**src/rtl/mem_arb_pkg.sv**
```systemverilog
// Shared widths, FSM state encodings, owner type and latched request payload for mem_arbiter.
package mem_arb_pkg;

    localparam int unsigned ADDR_W = 64;
    localparam int unsigned DATA_W = 64;
    localparam int unsigned MASK_W = DATA_W / 8;

    localparam logic [1:0] ST_IDLE = 2'd0;
    localparam logic [1:0] ST_REQ  = 2'd1;
    localparam logic [1:0] ST_RESP = 2'd2;

    typedef enum logic {
        OWN_IFU = 1'b0,
        OWN_LSU = 1'b1
    } owner_t;

    typedef struct packed {
        logic              we;
        logic [ADDR_W-1:0] addr;
        logic [DATA_W-1:0] wdata;
        logic [MASK_W-1:0] wmask;
    } mem_req_t;

endpackage

```
**src/rtl/mem_arb_if.sv**
```systemverilog
// Core-side (IFU/LSU) and memory-side signal bundle of mem_arbiter.
// slave = arbiter view, master = environment (core + memory model) view.
interface mem_arb_if;
    import mem_arb_pkg::*;

    logic              ifu_req;
    logic [ADDR_W-1:0] ifu_addr;
    logic              ifu_gnt;
    logic              ifu_rvalid;
    logic [DATA_W-1:0] ifu_rdata;

    logic              lsu_req;
    logic              lsu_we;
    logic [ADDR_W-1:0] lsu_addr;
    logic [DATA_W-1:0] lsu_wdata;
    logic [MASK_W-1:0] lsu_wmask;
    logic              lsu_gnt;
    logic              lsu_rvalid;
    logic [DATA_W-1:0] lsu_rdata;

    logic              mem_valid;
    logic              mem_ready;
    logic              mem_we;
    logic [ADDR_W-1:0] mem_addr;
    logic [DATA_W-1:0] mem_wdata;
    logic [MASK_W-1:0] mem_wmask;
    logic              mem_rvalid;
    logic [DATA_W-1:0] mem_rdata;

    modport slave (
        input  ifu_req, ifu_addr,
        output ifu_gnt, ifu_rvalid, ifu_rdata,
        input  lsu_req, lsu_we, lsu_addr, lsu_wdata, lsu_wmask,
        output lsu_gnt, lsu_rvalid, lsu_rdata,
        output mem_valid, mem_we, mem_addr, mem_wdata, mem_wmask,
        input  mem_ready, mem_rvalid, mem_rdata
    );

    modport master (
        output ifu_req, ifu_addr,
        input  ifu_gnt, ifu_rvalid, ifu_rdata,
        output lsu_req, lsu_we, lsu_addr, lsu_wdata, lsu_wmask,
        input  lsu_gnt, lsu_rvalid, lsu_rdata,
        input  mem_valid, mem_we, mem_addr, mem_wdata, mem_wmask,
        output mem_ready, mem_rvalid, mem_rdata
    );

endinterface

```
**src/rtl/mem_arb_pick.sv**
```systemverilog
// Combinational winner select between IFU and LSU.
// MEM_ARB_RR_EN: round-robin on the last owner; otherwise fixed LSU priority.
module mem_arb_pick
    import mem_arb_pkg::*;
(
`ifdef MEM_ARB_RR_EN
    input  owner_t last,
`endif
    input  logic   ifu_req,
    input  logic   lsu_req,
    output logic   any_c,
    output owner_t win_c
);

    always_comb begin
        any_c = ifu_req | lsu_req;
        win_c = lsu_req ? OWN_LSU : OWN_IFU;
`ifdef MEM_ARB_RR_EN
        // on a tie, serve whoever was not granted last
        if (ifu_req && lsu_req) begin
            win_c = (last == OWN_LSU) ? OWN_IFU : OWN_LSU;
        end
`endif
    end

endmodule

```
**src/rtl/mem_arbiter.sv**
```systemverilog
// Shares one memory port between IFU and LSU: one transaction in flight, response routed to its owner.
// Optional MEM_ARB_RR_EN selects round-robin arbitration instead of fixed LSU priority.
module mem_arbiter
    import mem_arb_pkg::*;
(
    input  logic     clk,
    input  logic     rst,
    mem_arb_if.slave bus
);

    logic [1:0]        state_q, state_d;
    owner_t            owner_q, owner_d;
    mem_req_t          req_q, req_d;
    logic              mem_valid_q, mem_valid_d;
    logic              ifu_gnt_q, ifu_gnt_d;
    logic              lsu_gnt_q, lsu_gnt_d;
    logic              ifu_rvalid_q, ifu_rvalid_d;
    logic              lsu_rvalid_q, lsu_rvalid_d;
    logic [DATA_W-1:0] ifu_rdata_q, ifu_rdata_d;
    logic [DATA_W-1:0] lsu_rdata_q, lsu_rdata_d;
    logic              complete_c;
    logic              any_c;
    owner_t            win_c;

`ifdef MEM_ARB_RR_EN
    owner_t last_q;

    // reset to "LSU served last" so the first tie goes to IFU
    always_ff @(posedge clk) begin
        if (rst) begin
            last_q <= OWN_LSU;
        end else if (state_q == ST_IDLE && any_c) begin
            last_q <= win_c;
        end
    end
`endif

    mem_arb_pick u_pick (
`ifdef MEM_ARB_RR_EN
        .last    (last_q),
`endif
        .ifu_req (bus.ifu_req),
        .lsu_req (bus.lsu_req),
        .any_c   (any_c),
        .win_c   (win_c)
    );

    // next state, request latch and registered outputs
    always_comb begin
        state_d      = state_q;
        owner_d      = owner_q;
        req_d        = req_q;
        mem_valid_d  = mem_valid_q;
        ifu_gnt_d    = 1'b0;
        lsu_gnt_d    = 1'b0;
        ifu_rvalid_d = 1'b0;
        lsu_rvalid_d = 1'b0;
        ifu_rdata_d  = ifu_rdata_q;
        lsu_rdata_d  = lsu_rdata_q;
        complete_c   = 1'b0;

        case (state_q)
            ST_IDLE: begin
                if (any_c) begin
                    owner_d     = win_c;
                    mem_valid_d = 1'b1;
                    state_d     = ST_REQ;
                    if (win_c == OWN_LSU) begin
                        lsu_gnt_d   = 1'b1;
                        req_d.we    = bus.lsu_we;
                        req_d.addr  = bus.lsu_addr;
                        req_d.wdata = bus.lsu_we ? bus.lsu_wdata : '0;
                        req_d.wmask = bus.lsu_we ? bus.lsu_wmask : '0;
                    end else begin
                        ifu_gnt_d   = 1'b1;
                        req_d.we    = 1'b0;
                        req_d.addr  = bus.ifu_addr;
                        req_d.wdata = '0;
                        req_d.wmask = '0;
                    end
                end
            end
            ST_REQ: begin
                if (bus.mem_ready) begin
                    mem_valid_d = 1'b0;
                    complete_c  = bus.mem_rvalid;
                    state_d     = bus.mem_rvalid ? ST_IDLE : ST_RESP;
                end
            end
            ST_RESP: begin
                if (bus.mem_rvalid) begin
                    complete_c = 1'b1;
                    state_d    = ST_IDLE;
                end
            end
            default: begin
                state_d     = ST_IDLE;
                mem_valid_d = 1'b0;
            end
        endcase

        if (complete_c) begin
            if (owner_q == OWN_IFU) begin
                ifu_rvalid_d = 1'b1;
                ifu_rdata_d  = bus.mem_rdata;
            end else begin
                lsu_rvalid_d = 1'b1;
                lsu_rdata_d  = req_q.we ? '0 : bus.mem_rdata;
            end
        end
    end

    always_ff @(posedge clk) begin
        if (rst) begin
            state_q      <= ST_IDLE;
            owner_q      <= OWN_IFU;
            req_q        <= '0;
            mem_valid_q  <= 1'b0;
            ifu_gnt_q    <= 1'b0;
            lsu_gnt_q    <= 1'b0;
            ifu_rvalid_q <= 1'b0;
            lsu_rvalid_q <= 1'b0;
            ifu_rdata_q  <= '0;
            lsu_rdata_q  <= '0;
        end else begin
            state_q      <= state_d;
            owner_q      <= owner_d;
            req_q        <= req_d;
            mem_valid_q  <= mem_valid_d;
            ifu_gnt_q    <= ifu_gnt_d;
            lsu_gnt_q    <= lsu_gnt_d;
            ifu_rvalid_q <= ifu_rvalid_d;
            lsu_rvalid_q <= lsu_rvalid_d;
            ifu_rdata_q  <= ifu_rdata_d;
            lsu_rdata_q  <= lsu_rdata_d;
        end
    end

    assign bus.ifu_gnt    = ifu_gnt_q;
    assign bus.ifu_rvalid = ifu_rvalid_q;
    assign bus.ifu_rdata  = ifu_rdata_q;
    assign bus.lsu_gnt    = lsu_gnt_q;
    assign bus.lsu_rvalid = lsu_rvalid_q;
    assign bus.lsu_rdata  = lsu_rdata_q;
    assign bus.mem_valid  = mem_valid_q;
    assign bus.mem_we     = req_q.we;
    assign bus.mem_addr   = req_q.addr;
    assign bus.mem_wdata  = req_q.wdata;
    assign bus.mem_wmask  = req_q.wmask;

endmodule

```
**src/flat_wrapper.sv**
```systemverilog
// flat-port wrapper written by rule: the top's interface ports become plain ports
module mem_arbiter_flat import mem_arb_pkg::*;
  (clk, rst, bus_ifu_req, bus_ifu_addr, bus_ifu_gnt, bus_ifu_rvalid, bus_ifu_rdata, bus_lsu_req, bus_lsu_we, bus_lsu_addr, bus_lsu_wdata, bus_lsu_wmask, bus_lsu_gnt, bus_lsu_rvalid, bus_lsu_rdata, bus_mem_valid, bus_mem_we, bus_mem_addr, bus_mem_wdata, bus_mem_wmask, bus_mem_ready, bus_mem_rvalid, bus_mem_rdata);
  mem_arb_if bus_i ();
  input  logic clk;
  input  logic rst;
  input wire logic [$bits(bus_i.ifu_req)-1:0] bus_ifu_req;
  input wire logic [$bits(bus_i.ifu_addr)-1:0] bus_ifu_addr;
  output wire logic [$bits(bus_i.ifu_gnt)-1:0] bus_ifu_gnt;
  output wire logic [$bits(bus_i.ifu_rvalid)-1:0] bus_ifu_rvalid;
  output wire logic [$bits(bus_i.ifu_rdata)-1:0] bus_ifu_rdata;
  input wire logic [$bits(bus_i.lsu_req)-1:0] bus_lsu_req;
  input wire logic [$bits(bus_i.lsu_we)-1:0] bus_lsu_we;
  input wire logic [$bits(bus_i.lsu_addr)-1:0] bus_lsu_addr;
  input wire logic [$bits(bus_i.lsu_wdata)-1:0] bus_lsu_wdata;
  input wire logic [$bits(bus_i.lsu_wmask)-1:0] bus_lsu_wmask;
  output wire logic [$bits(bus_i.lsu_gnt)-1:0] bus_lsu_gnt;
  output wire logic [$bits(bus_i.lsu_rvalid)-1:0] bus_lsu_rvalid;
  output wire logic [$bits(bus_i.lsu_rdata)-1:0] bus_lsu_rdata;
  output wire logic [$bits(bus_i.mem_valid)-1:0] bus_mem_valid;
  output wire logic [$bits(bus_i.mem_we)-1:0] bus_mem_we;
  output wire logic [$bits(bus_i.mem_addr)-1:0] bus_mem_addr;
  output wire logic [$bits(bus_i.mem_wdata)-1:0] bus_mem_wdata;
  output wire logic [$bits(bus_i.mem_wmask)-1:0] bus_mem_wmask;
  input wire logic [$bits(bus_i.mem_ready)-1:0] bus_mem_ready;
  input wire logic [$bits(bus_i.mem_rvalid)-1:0] bus_mem_rvalid;
  input wire logic [$bits(bus_i.mem_rdata)-1:0] bus_mem_rdata;
  assign bus_i.ifu_req = bus_ifu_req;
  assign bus_i.ifu_addr = bus_ifu_addr;
  assign bus_ifu_gnt = bus_i.ifu_gnt;
  assign bus_ifu_rvalid = bus_i.ifu_rvalid;
  assign bus_ifu_rdata = bus_i.ifu_rdata;
  assign bus_i.lsu_req = bus_lsu_req;
  assign bus_i.lsu_we = bus_lsu_we;
  assign bus_i.lsu_addr = bus_lsu_addr;
  assign bus_i.lsu_wdata = bus_lsu_wdata;
  assign bus_i.lsu_wmask = bus_lsu_wmask;
  assign bus_lsu_gnt = bus_i.lsu_gnt;
  assign bus_lsu_rvalid = bus_i.lsu_rvalid;
  assign bus_lsu_rdata = bus_i.lsu_rdata;
  assign bus_mem_valid = bus_i.mem_valid;
  assign bus_mem_we = bus_i.mem_we;
  assign bus_mem_addr = bus_i.mem_addr;
  assign bus_mem_wdata = bus_i.mem_wdata;
  assign bus_mem_wmask = bus_i.mem_wmask;
  assign bus_i.mem_ready = bus_mem_ready;
  assign bus_i.mem_rvalid = bus_mem_rvalid;
  assign bus_i.mem_rdata = bus_mem_rdata;
  mem_arbiter u_core (.clk(clk), .rst(rst), .bus(bus_i));
endmodule
```
**config.mk**
```make
export PLATFORM = sky130hd
export DESIGN_NAME = mem_arbiter_flat
export DESIGN_NICKNAME = d
export VERILOG_FILES = /design/src/rtl/mem_arb_pkg.sv /design/src/rtl/mem_arb_if.sv /design/src/rtl/mem_arb_pick.sv /design/src/rtl/mem_arbiter.sv /design/src/flat_wrapper.sv
export SDC_FILE = /design/constraint.sdc
export NUM_CORES = 1
export LEC_CHECK = 0
export BUFFER_PORTS_ARGS = -buffer_cell sky130_fd_sc_hd__buf_2
export CAP_MARGIN = 20
export CORE_AREA = 4 4 210 212
export DETAILED_ROUTE_END_ITERATION = 8
export DIE_AREA = 0 0 214 216
export RECOVER_POWER = 50
export SYNTH_ARGS = -nofsm -noshare
export SYNTH_HDL_FRONTEND = slang
export SYNTH_SLANG_ARGS = --single-unit
```
**constraint.sdc**
```tcl
create_clock -name clk -period 2.6 [get_ports clk]
set_input_delay 0.52 -clock clk [delete_from_list [all_inputs] [get_ports clk]]
set_output_delay 0.52 -clock clk [all_outputs]
set_load 0.005 [all_outputs]
```
==> qor.yml <==
die:
  start_util: 0.259
  dieArea_sq_um: 46200
  die_h_microns: 216
  placementRows: 75
  pin_count: 541
  core_area_sq_um: 41900
  die_w_microns: 214
sta:
  rsz0062_at_grt: "false"
  slew_viol_final: 0
  worst_pin_slew_ns: 1.43
  hold_viol_final: 0
  period_share: 0.924
  fin_crit_ns: 2.40
  maxClockFrequency_mhz: 416
  max_slew_margin: 0.0472
  finClkSkew_ns: 0.0157
  setup-violations-final: 0
  fin_tns_setup_ns: 0
drt:
  drt.antenna.violating_nets: 0
  via_count: 10396
  first_pass_iters: 5
  vias_per_cell: 4.74
  route.detailed.drc: 0
  first_iter_violations: 640
  routed_wl_microns: 39700
  avgRoutedWirePerCell_microns: 18.1
logic_synthesis:
  ys_seq_elements: 273
  syn_inst: 1147
  yosysWarnings: 0
  syn_area_sq_um: 10900
  syn_nets: 1422
  seq_area_frac_synth: 0.503
  syn-mean-instance-area_sq_um: 9.47
  yosysUniqueCellTypes: 32
  synth_top_area_cell: "dfxtp_1"
  synthTopCellsByArea: "dfxtp_1 (50%), mux2i_1 (12%), nand4b_1 (5.2%)"
  yosysTopAreaCellShare: 0.503
critical_path:
  worst_setup_path_start_kind: "register"
  crit_required_ns: 3.09
  reg2reg_depth: 6
  slowest_delay_ns: 0.71
  r2r_end: "u_core.bus.ifu_rdata[39]"
  slowest_stage: "nor3_4"
  critPathMaxFanout: 52
  worstPathCellList: "inv_1 > ha_1 > nand2_1 > nor3_4 > buf_12 > mux2i_1"
  ff2ff_setup_slack_ns: 0.20
  cp_data_arrival_time_ns: 2.89
  r2r-start: "u_core.state_q[0]"
  crit_path_end_kind: "register"
  worst-setup-path-type: "register to register"
final_layout:
  most-common-layout-cells: "buf_2 (324), dfxtp_1 (272), clkbuf_1 (220)"
  layout_commonest_cell: "buf_2"
  fin_nets: 1902
  multi_input_area_sq_um: 4760
  area_delta_synth_final_pct: 34.7
  layout-drive-gt1-share: 0.247
  fin_area_sq_um: 14600
  nFillCells: 4394
  seq_area_sq_um: 5470
pwr:
  clkPwrFrac: 0.379
  internal_power_w: 0.00794
  p_seq_frac: 0.424
  peakVddDrop_mv: 0.484
  switchingPower_w: 0.00332
  swShare: 0.295
  p_comb_frac: 0.198
  p_leak_nw: 5.89
  cellPowerDensity_nw_per_um2: 770
global_route:
  gr-total-overflow: 0
  grt_pass1_wl_microns: 60000
  antenna_found_initial: 11
  grt_usage: 0.160
  grt_pass1_vias: 10287
  grt_max_degree: 91
clocking:
  cts_tree: "done"
  post_cts_buffers: 0
  cts_sinks: 273
  clk_pin_slew_worst_paths_ns: 0.06
  post_cts_resized: 0
  clk_path_buf_depth: 3
  root_buffer: "clkbuf_16"
  cts_buffers: 30
  clkLatencyLatePin_ns: 0.57
  hold_buffers: 0
  cts-htree-levels: 1
placed_design:
  hpwl_microns: 29700
  io_buffers: 540
  place_area_sq_um: 13900
  gp_routability_congestion: 0.847
min_path:
  min-delay-start: "bus_lsu_wdata[28]"
  holdPathEnd: "u_core.bus.mem_wdata[28]"
  holdPathStages: 3
  hp-class: "input pin to register"
job:
  maxCapViolCount: 0
run_status:
  outcome: "completed"
-- worst max-delay path: cells and delay by family, from the launching register on --
family | cells | cell delay (ns)
and+or+nand+nor | 2 | 0.84
buffers and inverters | 2 | 0.47
DFF | 1 | 0.35
adders and majority gates | 1 | 0.33
muxes | 1 | 0.25
-- synth_stat cells (all sizes together) --
master    n
a211oi   64
a21o      1
a21oi    66
a221oi    1
a22oi    72
and3      2
buf      61
clkbuf   55
dfxtp   273
ha        4
inv       4
mux2i   130
nand2   134
nand3     2
nand4b   64
nor2    139
nor2b     1
nor3      4
nor4      1
o211a     1
o21a      1
o21ai    65
o22ai     1
or3       1
-- flip-flops by register name (all words and copies together) (netlist names), 2 cells and up --
register	count
u_core.bus.ifu_rdata	64
u_core.bus.mem_wdata	64
u_core.state_q	2
u_core.bus.mem_addr	64
u_core.bus.mem_wmask	8
u_core.bus.lsu_rdata	64
-- through the flow --
stage | utilization | hold WS, ns | worst slack, ns | cells | power (W)
final | 0.349 | 0.198 | 0.198 | 2194 | 0.0113
after global routing | 0.349 | 0.166 | 0.0486 | 2190 | 0.0119
after floorplan | - | 0.451 | 1.06 | 1147 | 0.00619
after CTS | 0.355 | 0.158 | 0.218 | 2188 | 0.0115
after detailed placement | 0.331 | 0.444 | 0.216 | 2134 | 0.00719
after global placement | 0.331 | 0.438 | 0.321 | 2134 | 0.00714
-- cell families (layout without fill, tap and decap cells) --
family / after synthesis / count (layout) / share of synthesized area
AOI/OAI and AO/OA: 272 / 272 / 0.158
adders and majority gates: 4 / 4 / 0.00461
buffers and inverters: 120 / 622 / 0.0616
DFF: 273 / 273 / 0.503
muxes: 130 / 130 / 0.120
other: 0 / 6 / 0
and+or+nand+nor: 348 / 348 / 0.153
-- worst max-delay path by stage --
stage                            startpoint                  endpoint  slack (ns)  cells past startpoint
after floorplan           u_core.state_q[0]  u_core.bus.ifu_rdata[10]        1.06                      8
after global routing      u_core.state_q[0]  u_core.bus.ifu_rdata[34]        0.05                      6
after CTS                 u_core.state_q[0]  u_core.bus.ifu_rdata[39]        0.22                      6
final                     u_core.state_q[0]  u_core.bus.ifu_rdata[39]        0.20                      6
after detailed placement  u_core.state_q[0]  u_core.bus.ifu_rdata[39]        0.22                      6
after global placement    u_core.state_q[0]  u_core.bus.ifu_rdata[36]        0.32                      6
-- routing by layer --
metal	vias up	wire length [microns]	global-route usage
met1	4862	15300	0.181
met4	6	1220	0.0517
met3	68	3540	0.0550
li1	5035	-	-
met5	-	41	0
met2	425	19600	0.284
-- power groups by stage --
stage / registers (W) / clock network (W) / logic (W)
final: 0.00477 / 0.00426 / 0.00223
after floorplan: 0.00486 / 0 / 0.00133
after global routing: 0.00482 / 0.00459 / 0.00246
after global placement: 0.00484 / 0 / 0.00230
after CTS: 0.00477 / 0.00442 / 0.00234
after detailed placement: 0.00484 / 0 / 0.00234
-- final cells by class --
type	count	area share
clock buffers	44	0.0604
multi-input cells	754	0.325
repair buffers	564	0.185
flip-flops and latches	273	0.374
clock inverters	10	0.00761
inverters	4	0.00120
diodes	6	0.00103
well taps	539	0.0461
Note: power is estimated with default switching activity, not from simulation.
